`src/rtl/data_mem_arbiter_pkg.sv`:
```
// Shared definitions for the data-memory arbiter: default widths, FSM state
// encoding and a small index-width helper.
package data_mem_arbiter_pkg;

    localparam int NUM_THREADS = 4;
    localparam int ADDR_WIDTH  = 8;
    localparam int DATA_WIDTH  = 16;

    typedef enum logic [1:0] {
        ST_IDLE  = 2'd0,
        ST_ISSUE = 2'd1,
        ST_WAIT  = 2'd2,
        ST_RESP  = 2'd3
    } arb_state_t;

    // Thread-index width; a single requester still gets a 1-bit index.
    function automatic int idx_width(input int n);
        return (n > 1) ? $clog2(n) : 1;
    endfunction

endpackage

```
`src/rtl/data_mem_arbiter_rr_picker.sv`:
```
// Round-robin winner selection: first asserted request at or above rr_ptr,
// wrapping modulo NUM_REQ. Purely combinational.
module rr_picker
    import data_mem_arbiter_pkg::*;
#(
    parameter int NUM_REQ = NUM_THREADS,
    parameter int IW      = idx_width(NUM_THREADS)
) (
    input  logic [NUM_REQ-1:0] req_valid,
    input  logic [IW-1:0]      rr_ptr,
    output logic               grant_valid,
    output logic [IW-1:0]      grant_idx
);

    logic [IW-1:0] cand;

    // Walk offsets from farthest to nearest so the nearest hit overwrites.
    always_comb begin
        grant_valid = 1'b0;
        grant_idx   = '0;
        cand        = '0;
        for (int i = NUM_REQ - 1; i >= 0; i--) begin
            cand = IW'((int'(rr_ptr) + i) % NUM_REQ);
            if (req_valid[cand]) begin
                grant_valid = 1'b1;
                grant_idx   = cand;
            end
        end
    end

endmodule

```
`src/rtl/data_mem_arbiter.sv`:
```
// Single-outstanding arbiter between NUM_REQ threads and one data memory.
// IDLE picks a winner round-robin and latches its request, ISSUE holds it on
// the memory port, WAIT collects the completion, RESP returns it to the owner.
module data_mem_arbiter
    import data_mem_arbiter_pkg::*;
#(
    parameter int NUM_REQ = NUM_THREADS,
    parameter int AW      = ADDR_WIDTH,
    parameter int DW      = DATA_WIDTH
) (
    input  logic                   clk,
    input  logic                   reset,
    input  logic [NUM_REQ-1:0]     req_valid,
    input  logic [NUM_REQ-1:0]     req_we,
    input  logic [NUM_REQ*AW-1:0]  req_addr,
    input  logic [NUM_REQ*DW-1:0]  req_wdata,
    output logic [NUM_REQ-1:0]     req_ready,
    output logic [NUM_REQ-1:0]     rsp_valid,
    output logic [DW-1:0]          rsp_rdata,
    output logic                   mem_req_valid,
    input  logic                   mem_req_ready,
    output logic                   mem_we,
    output logic [AW-1:0]          mem_addr,
    output logic [DW-1:0]          mem_wdata,
    input  logic                   mem_rsp_valid,
    input  logic [DW-1:0]          mem_rdata,
    output logic                   busy,
    output logic                   spurious_rsp
);

    localparam int IW = idx_width(NUM_REQ);

    arb_state_t                  state;
    logic [IW-1:0]               rr_ptr;
    logic [IW-1:0]               owner;
    logic [IW-1:0]               owner_next;
    logic [IW-1:0]               grant_idx;
    logic                        grant_valid;
    logic [DW-1:0]               rdata_q;
    logic [NUM_REQ-1:0][AW-1:0]  addr_arr;
    logic [NUM_REQ-1:0][DW-1:0]  wdata_arr;

    assign addr_arr  = req_addr;
    assign wdata_arr = req_wdata;

    rr_picker #(
        .NUM_REQ (NUM_REQ),
        .IW      (IW)
    ) u_picker (
        .req_valid   (req_valid),
        .rr_ptr      (rr_ptr),
        .grant_valid (grant_valid),
        .grant_idx   (grant_idx)
    );

    assign owner_next = (owner == IW'(NUM_REQ - 1)) ? '0 : owner + 1'b1;

    // Transaction FSM plus latched request fields, capture data and error flag.
    always_ff @(posedge clk) begin
        if (reset) begin
            state        <= ST_IDLE;
            rr_ptr       <= '0;
            owner        <= '0;
            mem_we       <= 1'b0;
            mem_addr     <= '0;
            mem_wdata    <= '0;
            rdata_q      <= '0;
            spurious_rsp <= 1'b0;
        end else begin
            if (mem_rsp_valid && state != ST_WAIT)
                spurious_rsp <= 1'b1;
            case (state)
                ST_IDLE: begin
                    if (grant_valid) begin
                        owner     <= grant_idx;
                        mem_we    <= req_we[grant_idx];
                        mem_addr  <= addr_arr[grant_idx];
                        mem_wdata <= wdata_arr[grant_idx];
                        state     <= ST_ISSUE;
                    end
                end
                ST_ISSUE: begin
                    if (mem_req_ready)
                        state <= ST_WAIT;
                end
                ST_WAIT: begin
                    if (mem_rsp_valid) begin
                        rdata_q <= mem_we ? '0 : mem_rdata;
                        state   <= ST_RESP;
                    end
                end
                ST_RESP: begin
                    rr_ptr <= owner_next;
                    state  <= ST_IDLE;
                end
                default: state <= ST_IDLE;
            endcase
        end
    end

    // Handshake outputs decoded from state; accept is suppressed while in reset.
    assign req_ready     = (!reset && state == ST_IDLE && grant_valid)
                           ? (NUM_REQ'(1) << grant_idx) : '0;
    assign rsp_valid     = (state == ST_RESP) ? (NUM_REQ'(1) << owner) : '0;
    assign rsp_rdata     = rdata_q;
    assign mem_req_valid = (state == ST_ISSUE);
    assign busy          = (state != ST_IDLE);

endmodule

```
`config.mk`:
```
export PLATFORM = sky130hd
export DESIGN_NAME = data_mem_arbiter
export DESIGN_NICKNAME = d
export VERILOG_FILES = /design/src/rtl/data_mem_arbiter_pkg.sv /design/src/rtl/data_mem_arbiter_rr_picker.sv /design/src/rtl/data_mem_arbiter.sv
export SDC_FILE = /design/constraint.sdc
export NUM_CORES = 1
export LEC_CHECK = 0
export ABC_AREA = 1
export CAP_MARGIN = 5
export CORE_MARGIN = 2
export CORE_UTILIZATION = 37
export CTS_BUF_LIST = sky130_fd_sc_hd__clkbuf_2 sky130_fd_sc_hd__clkbuf_4 sky130_fd_sc_hd__clkbuf_8
export CTS_CLUSTER_SIZE = 24
export DETAILED_ROUTE_END_ITERATION = 7
export HOLD_SLACK_MARGIN = 0.1
export PLACE_DENSITY = 0.82
export SLEW_MARGIN = 15
export SYNTH_ARGS = -nofsm -noshare
export SYNTH_HDL_FRONTEND = slang
export SYNTH_SLANG_ARGS = --single-unit
```
`constraint.sdc`:
```
create_clock -name clk -period 1.87 [get_ports clk]
set_input_delay 0.374 -clock clk [delete_from_list [all_inputs] [get_ports clk]]
set_output_delay 0.374 -clock clk [all_outputs]
set_load 0.05 [all_outputs]
```
# == Yosys cells after proc, flatten, opt, wreduce, memory -nomap -nowiden ==
# Index checks and enable logic that the tools add are counted.
# word_totals
ff_bits,48
in_bits,124
word_cells,66
# classes
add_sub_neg,4
n_lt_le_gt_ge,5
n_eq_ne,8
shift,2
muxes,30
reduce_logical,9
# ops
operator,n
$bmux 16 s2,1
$mux 16,2
$bmux 8 s2,1
$mux 2,8
$lt 2x3->1 const B,5
$bmux 1 s2,5
$mux 1,9
$mux 4,2
$mux 8,1
$pmux 2 s4,1
$shl 1x2->4 const A,2
$eq 2x2->1 const B,3
$ne 2x2->1 const B,3
$add 2x1->2 const B,2
$add 2x2->2 const B,2
$reduce_and 2->1,2
$logic_and 1x1->1,3
$reduce_and 3->1,1
$eq 2x1->1 const B,1
$logic_not 2->1,1
$ne 2x1->1 const B,1
$reduce_bool 2->1,1
$logic_not 1->1,1

# == Logic depth before layout (Yosys ltp) ==
# Gate-level depths: netlist (run 1).
# logic_depth
depth_word,9
ltp_mapped,16
mapped_depth_nobuf,14

# == Modules after synthesis ==
# Synthesis (run 1) repeated with hierarchy kept, for this count alone.
# unflattened
hier_cells,461
area_unflattened_um2,2961.6
# modules_own_cells
mod,n_inst,cells_per_inst,area_each_um2,seq_area_each_um2
data_mem_arbiter,1,415,2748.9,960.9
rr_picker,1,46,212.7,0.0

# == Worst setup path before layout (run 1) ==
# Ideal clock, no wire load.
# synth_timing
path_type,reg2out
startpoint,register rr_ptr[0]
endpoint,output port req_ready[2]
t_arrival_ns,2.423
required_time_ns,1.496
path_slack_ns,-0.927
path_stages_with_launch,14
path_buffers,3
cell_sequence,dfxtp_1 > buf_6 > inv_6 > nand2_2 > nand2_2 > nand2_2 > nand2_2 > nand2_4 > nand2_2 > nand2_4 > nand2_4 > buf_6 > buf_6 > nor3_1
# synth_between
elab_chain_cells,9
word_cells_on_any_way,22
cone_classes,add/sub: 3; shift: 1; mux: 17; reduce/logical: 1
# synth_lines
element,line,text
start: declaration,data_mem_arbiter.sv:34,logic [IW-1:0] rr_ptr;
start signal: assignment,data_mem_arbiter.sv:93,rr_ptr <= owner_next;
$add 2x2->2,data_mem_arbiter_rr_picker.sv:23,cand = IW'((int'(rr_ptr) + i) % NUM_REQ);
$bmux 1 s2,data_mem_arbiter_rr_picker.sv:24,if (req_valid[cand]) begin
$mux 1 (not written as such),data_mem_arbiter_rr_picker.sv:24,
$mux 2 / $mux 1 (equally long branches) (4 in a row),data_mem_arbiter_rr_picker.sv:24,
$shl 1x2->4 / $logic_and 1x1->1 (equally long branches),"data_mem_arbiter.sv:103, data_mem_arbiter.sv:102",
$mux 4 *,data_mem_arbiter.sv:103,? (NUM_REQ'(1) << grant_idx) : '0;
end: declaration,data_mem_arbiter.sv:17,"output logic [NUM_REQ-1:0] req_ready,"
# Every way passes the cells marked *; elsewhere a longest branch is shown, timed or not. The select of a mux whose other input is x is not followed.

# == Worst setup path after layout (run 1) ==
# Ends and elaborated chain as after synthesis.

==> report_table.html, run 1 <==
<table>
<tr><th>Metric</th><th>Value</th></tr>
<tr><th colspan="2">Outcome</th></tr>
<tr><td>Result of the run</td><td>finished, violations left</td></tr>
<tr><td>Violations in the final reports</td><td>negative setup slack</td></tr>
<tr><th colspan="2">Pwr</th></tr>
<tr><td>Part of the total power dissipated in the clock network</td><td>roughly 7.8%</td></tr>
<tr><td>PD cells</td><td>between 1000 and 1500 nW/um2</td></tr>
<tr><td>Switching share of total power</td><td>51.1%</td></tr>
<tr><td>Power Internal</td><td>between 4 and 5 mW</td></tr>
<tr><td>Power consumption</td><td>between 8 and 9 mW</td></tr>
<tr><td>Comb power frac</td><td>73.1%</td></tr>
<tr><td>Switching Power</td><td>4.22 mW</td></tr>
<tr><td>Part of the power in registers</td><td>19.1%</td></tr>
<tr><td>Peak supply drop</td><td>roughly 0.79 mV</td></tr>
<tr><td>Leakage power total</td><td>2.98 nW</td></tr>
<tr><th colspan="2">Timing</th></tr>
<tr><td>Unrepaired setup endpoints after global routing</td><td>true</td></tr>
<tr><td>Number of max-slew violations in the final report</td><td>0</td></tr>
<tr><td>Final-report setup violation count</td><td>29</td></tr>
<tr><td>Fin Setup TNS</td><td>-2580 ps</td></tr>
<tr><td>Worst slack on hold paths</td><td>467 ps</td></tr>
<tr><td>Relative slew slack</td><td>65.7%</td></tr>
<tr><td>Final min period</td><td>2290 ps</td></tr>
<tr><td>Maximum achievable frequency</td><td>0.437 GHz</td></tr>
<tr><td>Final critical-path setup slack</td><td>-420 ps</td></tr>
<tr><td>Final hold viol count</td><td>0</td></tr>
<tr><td>Final period util</td><td>122%</td></tr>
<tr><td>Setup Skew</td><td>6.14 ps</td></tr>
<tr><td>Worst Max-Slew Pin Slew</td><td>approximately 510 ps</td></tr>
<tr><th colspan="2">Floorplan</th></tr>
<tr><td>Number of rows in the core area</td><td>34</td></tr>
<tr><td>Horizontal die dimension</td><td>around 100 um</td></tr>
<tr><td>Die H</td><td>98.5 um</td></tr>
<tr><td>Starting density of the core</td><td>38.1%</td></tr>
<tr><td>Core Region</td><td>8680 um2</td></tr>
<tr><td>Overall die area</td><td>9710 um2</td></tr>
<tr><td>Number of primary I/O pins</td><td>176</td></tr>
<tr><th colspan="2">Route</th></tr>
<tr><td>Met2 Wirelength</td><td>5880 um</td></tr>
<tr><td>DR iter-0 viols</td><td>173</td></tr>
<tr><td>Number of design rule violations left after detail routing</td><td>0</td></tr>
<tr><td>Highest routed layer</td><td>met4</td></tr>
<tr><td>Total routed wirelength</td><td>between 10,000 and 15,000 um</td></tr>
<tr><td>Via-to-Cell Ratio</td><td>just under 5</td></tr>
<tr><td>Via Count</td><td>4,075</td></tr>
<tr><td>Number of nets with antenna violations after detailed routing</td><td>0</td></tr>
<tr><td>Total length of routed met3 wires</td><td>769 um</td></tr>
<tr><td>Detail-routed net length per standard cell</td><td>13.4 um</td></tr>
<tr><td>First-pass iteration count of the detailed router</td><td>4</td></tr>
<tr><td>Post-Route M1 WL</td><td>4380 um</td></tr>
<tr><th colspan="2">Clock tree</th></tr>
<tr><td>Root buffer cell</td><td>clkbuf_8</td></tr>
<tr><td>Clock tree from TritonCTS</td><td>yes</td></tr>
<tr><td>Deepest level of the CTS H-tree</td><td>2</td></tr>
<tr><td>Deepest clock path buffer count</td><td>2</td></tr>
<tr><td>Insertion delay of the later-clocked pin in the worst-skew pair</td><td>310 ps</td></tr>
<tr><td>TritonCTS buffer count</td><td>5</td></tr>
<tr><td>Clk pin slew, worst setup/hold paths</td><td>90 ps</td></tr>
<tr><td>Sinks on the clock net</td><td>48</td></tr>
<tr><th colspan="2">Placement</th></tr>
<tr><td>HPWL reported at the end of detailed placement</td><td>8050 um</td></tr>
<tr><td>Routability-driven placement congestion ratio</td><td>0.883</td></tr>
<tr><td>Total placed instance area</td><td>between 5000 and 6000 um2</td></tr>
<tr><td>Buffers on Ports</td><td>175</td></tr>
<tr><th colspan="2">Yosys</th></tr>
<tr><td>Warnings, synthesis</td><td>0</td></tr>
<tr><td>Proportion of register bits with asynchronous set or reset after synthesis</td><td>0%</td></tr>
<tr><td>Average cell area after synthesis</td><td>6.16 um2</td></tr>
<tr><td>Most used standard cells in the synthesized netlist</td><td>nand2_1 (130), nor2_1 (89), inv_1 (78)</td></tr>
<tr><td>Library cell with the highest instance count after synthesis</td><td>nand2_1</td></tr>
<tr><td>Register bit count reported by yosys</td><td>48</td></tr>
<tr><td>Post-synthesis sequential area ratio</td><td>between 20 and 30%</td></tr>
<tr><td>Most area-consuming cells after synthesis</td><td>dfxtp_1 (29%), nand2_1 (15%), nand3_1 (11%)</td></tr>
<tr><td>Share of the synthesized area in compound gates (AO/OA/AOI/OAI)</td><td>4.50%</td></tr>
<tr><td>Net count after synthesis</td><td>669</td></tr>
<tr><td>Largest family of logic cells by synthesized area</td><td>simple AND/OR/NAND/NOR gates</td></tr>
<tr><td>Fraction of the mapped netlist area in adder cells</td><td>3.03%</td></tr>
<tr><td>Synthesized instance count</td><td>~540</td></tr>
<tr><td>Post-synth top area share</td><td>29.1%</td></tr>
<tr><td>Yosys top cell by area</td><td>dfxtp_1</td></tr>
<tr><td>Simple logic cell fraction of the synthesized area</td><td>49.1%</td></tr>
<tr><td>Main synth FF type</td><td>dfxtp_1</td></tr>
<tr><td>Xor and xnor fraction of the mapped netlist area</td><td>0%</td></tr>
<tr><td>EDFF count, synth</td><td>0</td></tr>
<tr><td>Area of the mapped netlist</td><td>approximately 3300 um2</td></tr>
<tr><td>Proportion of synthesized area in mux cells</td><td>0%</td></tr>
<tr><td>Number of distinct standard cells referenced by the synthesized netlist</td><td>32</td></tr>
<tr><th colspan="2">Global route</th></tr>
<tr><td>Largest net degree at the start of global routing</td><td>47</td></tr>
<tr><td>Residual overflow from global routing</td><td>0</td></tr>
<tr><td>First-pass GRT wire length</td><td>17,100 um</td></tr>
<tr><td>GRT Overall Usage</td><td>21.2%</td></tr>
<tr><td>Number of antenna violations at the first check in global routing</td><td>0</td></tr>
<tr><td>Number of global-route vias before repair</td><td>3,899</td></tr>
<tr><th colspan="2">Setup path</th></tr>
<tr><td>Critical Path RT</td><td>roughly 1500 ps</td></tr>
<tr><td>Startpoint type of the worst setup path</td><td>flip-flop</td></tr>
<tr><td>Arrival time of the worst setup path</td><td>around 1900 ps</td></tr>
<tr><td>Endpoint type of the worst setup path</td><td>output pin</td></tr>
<tr><td>Critical setup path kind</td><td>reg -&gt; out</td></tr>
<tr><td>Critical-path maximum fanout</td><td>7</td></tr>
<tr><th colspan="2">Final layout</th></tr>
<tr><td>Final Util</td><td>68.1%</td></tr>
<tr><td>Nets@finish</td><td>868</td></tr>
<tr><td>Post-route standard cell area excluding fillers</td><td>approximately 6000 um2</td></tr>
<tr><td>Area growth syn-to-layout</td><td>78.6%</td></tr>
<tr><td>Share of cells above drive strength 1</td><td>roughly 22%</td></tr>
<tr><td>Diode insertion count for antenna repair</td><td>0</td></tr>
<tr><th colspan="2">Worst hold path</th></tr>
<tr><td>Type of the worst min-delay path</td><td>reg -&gt; reg</td></tr>
<tr><th colspan="2">Run</th></tr>
<tr><td>Count of max-cap constraint violations</td><td>0</td></tr>
</table>
-- worst max-delay path: stages, from the launching register on --
cell and delay [ps]:
dfxtp_4 430, inv_8 60, buf_6 110, nand2_4 50, nand2_4 70, nor2_1 190
nor2_2 90, nand2_4 110, nand2_8 80, nor3_4 230, buf_12 160
-- final cells by class --
type	count	area, um2
Inverter	84	344
Sequential cell	48	966
Multi-Input combinational cell	378	2090
Timing Repair inverter	1	8.76
Clock inverter	3	23.8
Tap cell	108	135
Timing Repair Buffer	218	2270
Fill cell	692	2770
Clock buffer	5	68.8
-- cell usage in the layout (no fill, tap or decap), types with 4 or more instances in the layout --
master / instances
dfxtp_1: 46
inv_1: 73
dlygate4sd2_1: 4
clkbuf_8: 5
nor2_1: 84
clkdlybuf4s50_1: 126
nand2_2: 11
nand2_4: 14
nand3_2: 15
buf_12: 14
inv_2: 6
dlymetal6s2s_1: 10
buf_6: 8
nor3b_2: 7
a21oi_1: 20
nand3_1: 66
nor3b_1: 9
nor2_4: 4
ha_1: 7
nand2_1: 121
buf_4: 51
-- flip-flops by register name (all words and copies together) (netlist names) --
signal and flops:
mem_addr 8, mem_wdata 16, mem_we 1, owner 2, rr_ptr 2, rsp_rdata 16, spurious_rsp 1, state 2
-- power by group through the flow --
stage | Clock [mW] | Sequential, mW | Combinational (mW)
3_5_place_dp | 0 | 1.60 | 5.33
2_1_floorplan | 0 | 2.58 | 2.57
6_report | 0.643 | 1.58 | 6.04
5_1_grt | 0.693 | 1.63 | 6.47
3_3_place_gp | 0 | 1.58 | 5.24
4_1_cts | 0.658 | 1.58 | 5.60
-- stage by stage --
stage	worst slack [ps]	cells
global route	-472	845
detailed placement	-609	823
CTS	-370	837
floorplan	-238	537
finish	-420	845
global placement	-596	823
-- cells by family after synthesis --
logic type      after synthesis
buf+inv                     111
fa+ha+maj                     8
compound gates               27
flops                        48
simple gates                343
-- worst paths after layout --
check	start	endpoint	slack, ps	depth (start not counted)
worst max-delay path	rr_ptr[0]	req_ready[2]	-420	10
worst min-delay path	rsp_rdata[13]	rsp_rdata[13]	470	2
worst max register to register	rr_ptr[0]	mem_addr[1]	-90	15
worst min register to register	rsp_rdata[13]	rsp_rdata[13]	470	2
-- timing repair --
item,4_1_cts,5_1_grt
resized for setup,27,40
setup buffers,8,5
hold buffers,0,0
gates cloned,0,5
pin swaps,12,19
setup endpoints to repair,31,41
-- routing by layer --
layer / up-vias / GRT usage, %
met3: 30 / 4.47
met1: 1822 / 23.4
met4: 0 / 6.01
met2: 176 / 40.7
li1: 2047 / -
met5: - / 0
Power figures use the tool's default switching activity.
==> run 2, diff against run 1 <==
Settings changed: CORE_MARGIN 2 to 3.
==> run 2 against run 1 <==
- the flow still finishes with violations (negative setup slack)
- non-clock buffer count is 5 lower
- clock-buffer cell count stayed put
- register-to-register slack worse by 70 ps
- power is 2.4% higher
- critical path depth is 2 higher
- largest cell class unchanged
==> report_table.html, run 2 (same netlist as run 1, synthesis figures left out) <==
<table>
<tr><th>Metric</th><th>Value</th></tr>
<tr><th colspan="2">Outcome</th></tr>
<tr><td>Result of the run</td><td>finished, violations left (unchanged)</td></tr>
<tr><td>Violations in the final reports</td><td>negative setup slack (unchanged)</td></tr>
<tr><th colspan="2">Setup path</th></tr>
<tr><td>Arrival time of the worst setup path</td><td>1860 ps (was 1920 ps)</td></tr>
<tr><td>Critical Path RT</td><td>1500 ps (about the same)</td></tr>
<tr><td>Startpoint type of the worst setup path</td><td>flip-flop (unchanged)</td></tr>
<tr><td>Reg-to-reg endpoint</td><td>mem_wdata[2] (was mem_addr[1])</td></tr>
<tr><td>Endpoint type of the worst setup path</td><td>output pin (unchanged)</td></tr>
<tr><td>Critical setup path kind</td><td>reg -&gt; out (unchanged)</td></tr>
<tr><td>Startpoint of the worst-slack reg-to-reg timing path</td><td>rr_ptr[0] (unchanged)</td></tr>
<tr><td>Setup slack of the most critical reg-to-reg path</td><td>-160 ps (was -90 ps)</td></tr>
<tr><td>Critical-path maximum fanout</td><td>8 (was 7)</td></tr>
<tr><td>R2R cell count</td><td>18 (was 15)</td></tr>
<tr><th colspan="2">Final layout</th></tr>
<tr><td>Multi-input logic area</td><td>2210 um2 (was 2090 um2)</td></tr>
<tr><td>Most used cells in the layout excluding fill and tap cells</td><td>clkdlybuf4s50_1 (126), nand2_1 (104), nor2_1 (85) (was clkdlybuf4s50_1 (126), nand2_1 (121), nor2_1 (84))</td></tr>
<tr><td>Share of cells above drive strength 1</td><td>23.5% (was 22.0%)</td></tr>
<tr><td>Area growth syn-to-layout</td><td>82.1% (was 78.6%)</td></tr>
<tr><td>Nets@finish</td><td>863 (was 868)</td></tr>
<tr><td>Commonest non-fill, non-tap cell in the layout</td><td>clkdlybuf4s50_1 (unchanged)</td></tr>
<tr><td>Diode insertion count for antenna repair</td><td>0 (unchanged)</td></tr>
<tr><td>Final standard cell count with taps included and fillers excluded</td><td>837 (was 845)</td></tr>
<tr><td>Fillers</td><td>679 (was 692)</td></tr>
<tr><td>Sequential cell area</td><td>968 um2 (was 966 um2)</td></tr>
<tr><td>Final Util</td><td>71.1% (was 68.1%)</td></tr>
<tr><th colspan="2">Clock tree</th></tr>
<tr><td>Sinks on the clock net</td><td>48 (unchanged)</td></tr>
<tr><td>Deepest clock path buffer count</td><td>2 (unchanged)</td></tr>
<tr><td>Insertion delay of the later-clocked pin in the worst-skew pair</td><td>300 ps (was 310 ps)</td></tr>
<tr><td>Clk pin slew, worst setup/hold paths</td><td>90 ps (about the same)</td></tr>
<tr><td>Root buffer cell</td><td>clkbuf_8 (unchanged)</td></tr>
<tr><td>Deepest level of the CTS H-tree</td><td>2 (unchanged)</td></tr>
<tr><td>Number of hold-repair buffers added at the cts stage</td><td>0 (unchanged)</td></tr>
<tr><td>Clock tree from TritonCTS</td><td>yes (unchanged)</td></tr>
<tr><td>TritonCTS buffer count</td><td>5 (unchanged)</td></tr>
<tr><th colspan="2">Global route</th></tr>
<tr><td>Largest net degree at the start of global routing</td><td>47 (unchanged)</td></tr>
<tr><td>Residual overflow from global routing</td><td>0 (unchanged)</td></tr>
<tr><td>Number of global-route vias before repair</td><td>3,874 (was 3,899)</td></tr>
<tr><td>First-pass GRT wire length</td><td>17,400 um (was 17,100 um)</td></tr>
<tr><td>GRT Overall Usage</td><td>20.7% (was 21.2%)</td></tr>
<tr><td>Number of antenna violations at the first check in global routing</td><td>0 (unchanged)</td></tr>
<tr><th colspan="2">Timing</th></tr>
<tr><td>Final hold viol count</td><td>0 (unchanged)</td></tr>
<tr><td>Unrepaired setup endpoints after global routing</td><td>true (unchanged)</td></tr>
<tr><td>Final critical-path setup slack</td><td>-368 ps (was -420 ps)</td></tr>
<tr><td>Number of max-slew violations in the final report</td><td>0 (unchanged)</td></tr>
<tr><td>Setup Skew</td><td>5.76 ps (was 6.14 ps)</td></tr>
<tr><td>Maximum achievable frequency</td><td>0.447 GHz (was 0.437 GHz)</td></tr>
<tr><td>Final-report setup violation count</td><td>21 (was 29)</td></tr>
<tr><td>Final period util</td><td>120% (was 122%)</td></tr>
<tr><td>Worst Max-Slew Pin Slew</td><td>534 ps (was 514 ps)</td></tr>
<tr><td>Final min period</td><td>2240 ps (was 2290 ps)</td></tr>
<tr><td>Worst slack on hold paths</td><td>468 ps (was 467 ps)</td></tr>
<tr><td>Fin Setup TNS</td><td>-3150 ps (was -2580 ps)</td></tr>
<tr><td>Relative slew slack</td><td>64.3% (was 65.7%)</td></tr>
<tr><th colspan="2">Route</th></tr>
<tr><td>Via-to-Cell Ratio</td><td>4.79 (was 4.82)</td></tr>
<tr><td>Via Count</td><td>4,012 (was 4,075)</td></tr>
<tr><td>Total routed wirelength</td><td>11,200 um (was 11,300 um)</td></tr>
<tr><td>Detail-routed net length per standard cell</td><td>13.4 um (about the same)</td></tr>
<tr><td>Number of nets with antenna violations after detailed routing</td><td>0 (unchanged)</td></tr>
<tr><td>DR iter-0 viols</td><td>130 (was 173)</td></tr>
<tr><td>Number of design rule violations left after detail routing</td><td>0 (unchanged)</td></tr>
<tr><td>First-pass iteration count of the detailed router</td><td>4 (unchanged)</td></tr>
<tr><th colspan="2">Run</th></tr>
<tr><td>Count of max-cap constraint violations</td><td>0 (unchanged)</td></tr>
<tr><th colspan="2">Worst hold path</th></tr>
<tr><td>Count of cells along the worst hold path</td><td>2 (unchanged)</td></tr>
<tr><td>WHS Endpoint</td><td>rsp_rdata[10] (was rsp_rdata[13])</td></tr>
<tr><td>Min-delay src</td><td>rsp_rdata[10] (was rsp_rdata[13])</td></tr>
<tr><td>Type of the worst min-delay path</td><td>reg -&gt; reg (unchanged)</td></tr>
<tr><th colspan="2">Pwr</th></tr>
<tr><td>Power Internal</td><td>4.18 mW (was 4.04 mW)</td></tr>
<tr><td>Switching share of total power</td><td>50.6% (was 51.1%)</td></tr>
<tr><td>Leakage power total</td><td>3.04 nW (was 2.98 nW)</td></tr>
<tr><td>Part of the total power dissipated in the clock network</td><td>9.3% (was 7.8%)</td></tr>
<tr><td>PD cells</td><td>1410 nW/um2 (was 1400 nW/um2)</td></tr>
<tr><td>Switching Power</td><td>4.28 mW (was 4.22 mW)</td></tr>
<tr><td>Comb power frac</td><td>72.1% (was 73.1%)</td></tr>
<tr><td>Peak supply drop</td><td>0.944 mV (was 0.790 mV)</td></tr>
<tr><td>Part of the power in registers</td><td>18.6% (was 19.1%)</td></tr>
<tr><th colspan="2">Placement</th></tr>
<tr><td>HPWL reported at the end of detailed placement</td><td>8190 um (was 8050 um)</td></tr>
<tr><td>Buffers on Ports</td><td>175 (unchanged)</td></tr>
<tr><td>Routability-driven placement congestion ratio</td><td>0.846 (was 0.883)</td></tr>
<tr><td>Cell Count Post-Placement</td><td>817 (was 823)</td></tr>
<tr><td>Pre-CTS worst setup slack</td><td>-637 ps (was -609 ps)</td></tr>
<tr><th colspan="2">Floorplan</th></tr>
<tr><td>Number of primary I/O pins</td><td>176 (unchanged)</td></tr>
<tr><td>Overall die area</td><td>10,100 um2 (was 9710 um2)</td></tr>
<tr><td>Horizontal die dimension</td><td>101 um (was 98.5 um)</td></tr>
<tr><td>Number of rows in the core area</td><td>33 (was 34)</td></tr>
<tr><td>Die H</td><td>101 um (was 98.5 um)</td></tr>
<tr><td>Core Region</td><td>8460 um2 (was 8680 um2)</td></tr>
<tr><td>Starting density of the core</td><td>39.1% (was 38.1%)</td></tr>
</table>
==> run 2: cell count changes in the layout (fill, tap and decap cells not counted), moves of 2 or more <==
cell            change
nand2_2             +3
clkbuf_16           -3
nor3b_1             -4
nand2_4            +15
dlymetal6s2s_1      +2
buf_12              +2
buf_6               -3
nor3b_2             +3
inv_2               -2
nand3_1             +2
buf_4               -4
nand2_1            -17
nand3_2             -2
==> run 2: worst max path at each step <==
stage	start	end	slack, ps	depth (start not counted)
final	rr_ptr[0]	req_ready[2]	-370	12
after global routing	rr_ptr[0]	req_ready[2]	-440	11
after CTS	rr_ptr[0]	req_ready[2]	-370	11
after detailed placement	req_valid[3]	req_ready[2]	-640	12
after global placement	req_valid[3]	req_ready[2]	-590	12
after floorplan	rr_ptr[0]	req_ready[0]	-240	13
==> run 2: stage by stage <==
step	total power, mW	area, um2
finish	8.46	6020
detailed placement	6.95	5420
CTS	8.12	5750
global route	9.04	6020
floorplan	5.15	3400
global placement	6.84	5420
==> run 2: critical path, cell delays in order (launching register included) <==
cell	delay, ps
dfxtp_4	450
inv_8	70
nand2_2	70
nand2_4	60
nand2_4	80
nand2_4	50
nand2_4	90
nand2_4	60
nand2_4	70
nand2_4	70
buf_12	130
nor3_4	210
buf_12	160
==> run 2: area by class of cell <==
type,instances,area share (%)
flip-flops and latches,48,16.1
repair inverters,1,0.332
inverters,84,5.82
clock buffers,5,1.14
well taps,105,2.18
multi-input cells,378,36.8
clock inverters,3,0.769
repair buffers,213,36.9
==> run 2: timing repair <==
item | 4_1_cts | 5_1_grt
resized for setup | 32 | 74
setup buffers | 8 | 3
pin swaps | 9 | 8
endpoints found under the setup margin | 30 | 43
cloned | 2 | 1
==> run 2: routing by layer <==
metal | track usage [%] | wire (um) | vias to the layer above
li1 | - | - | 2036
met1 | 24.0 | 4150 | 1793
met2 | 37.5 | 5870 | 163
met3 | 4.98 | 934 | 20
met4 | 6.11 | 225 | 0
met5 | 0 | 0 | -
==> run 2: power groups by stage <==
stage	registers, mW	clock network, mW	logic, mW
6_report	1.58	0.785	6.10
5_1_grt	1.62	0.846	6.58
4_1_cts	1.58	0.810	5.73
3_5_place_dp	1.60	0	5.36
3_3_place_gp	1.58	0	5.26
2_1_floorplan	2.58	0	2.57
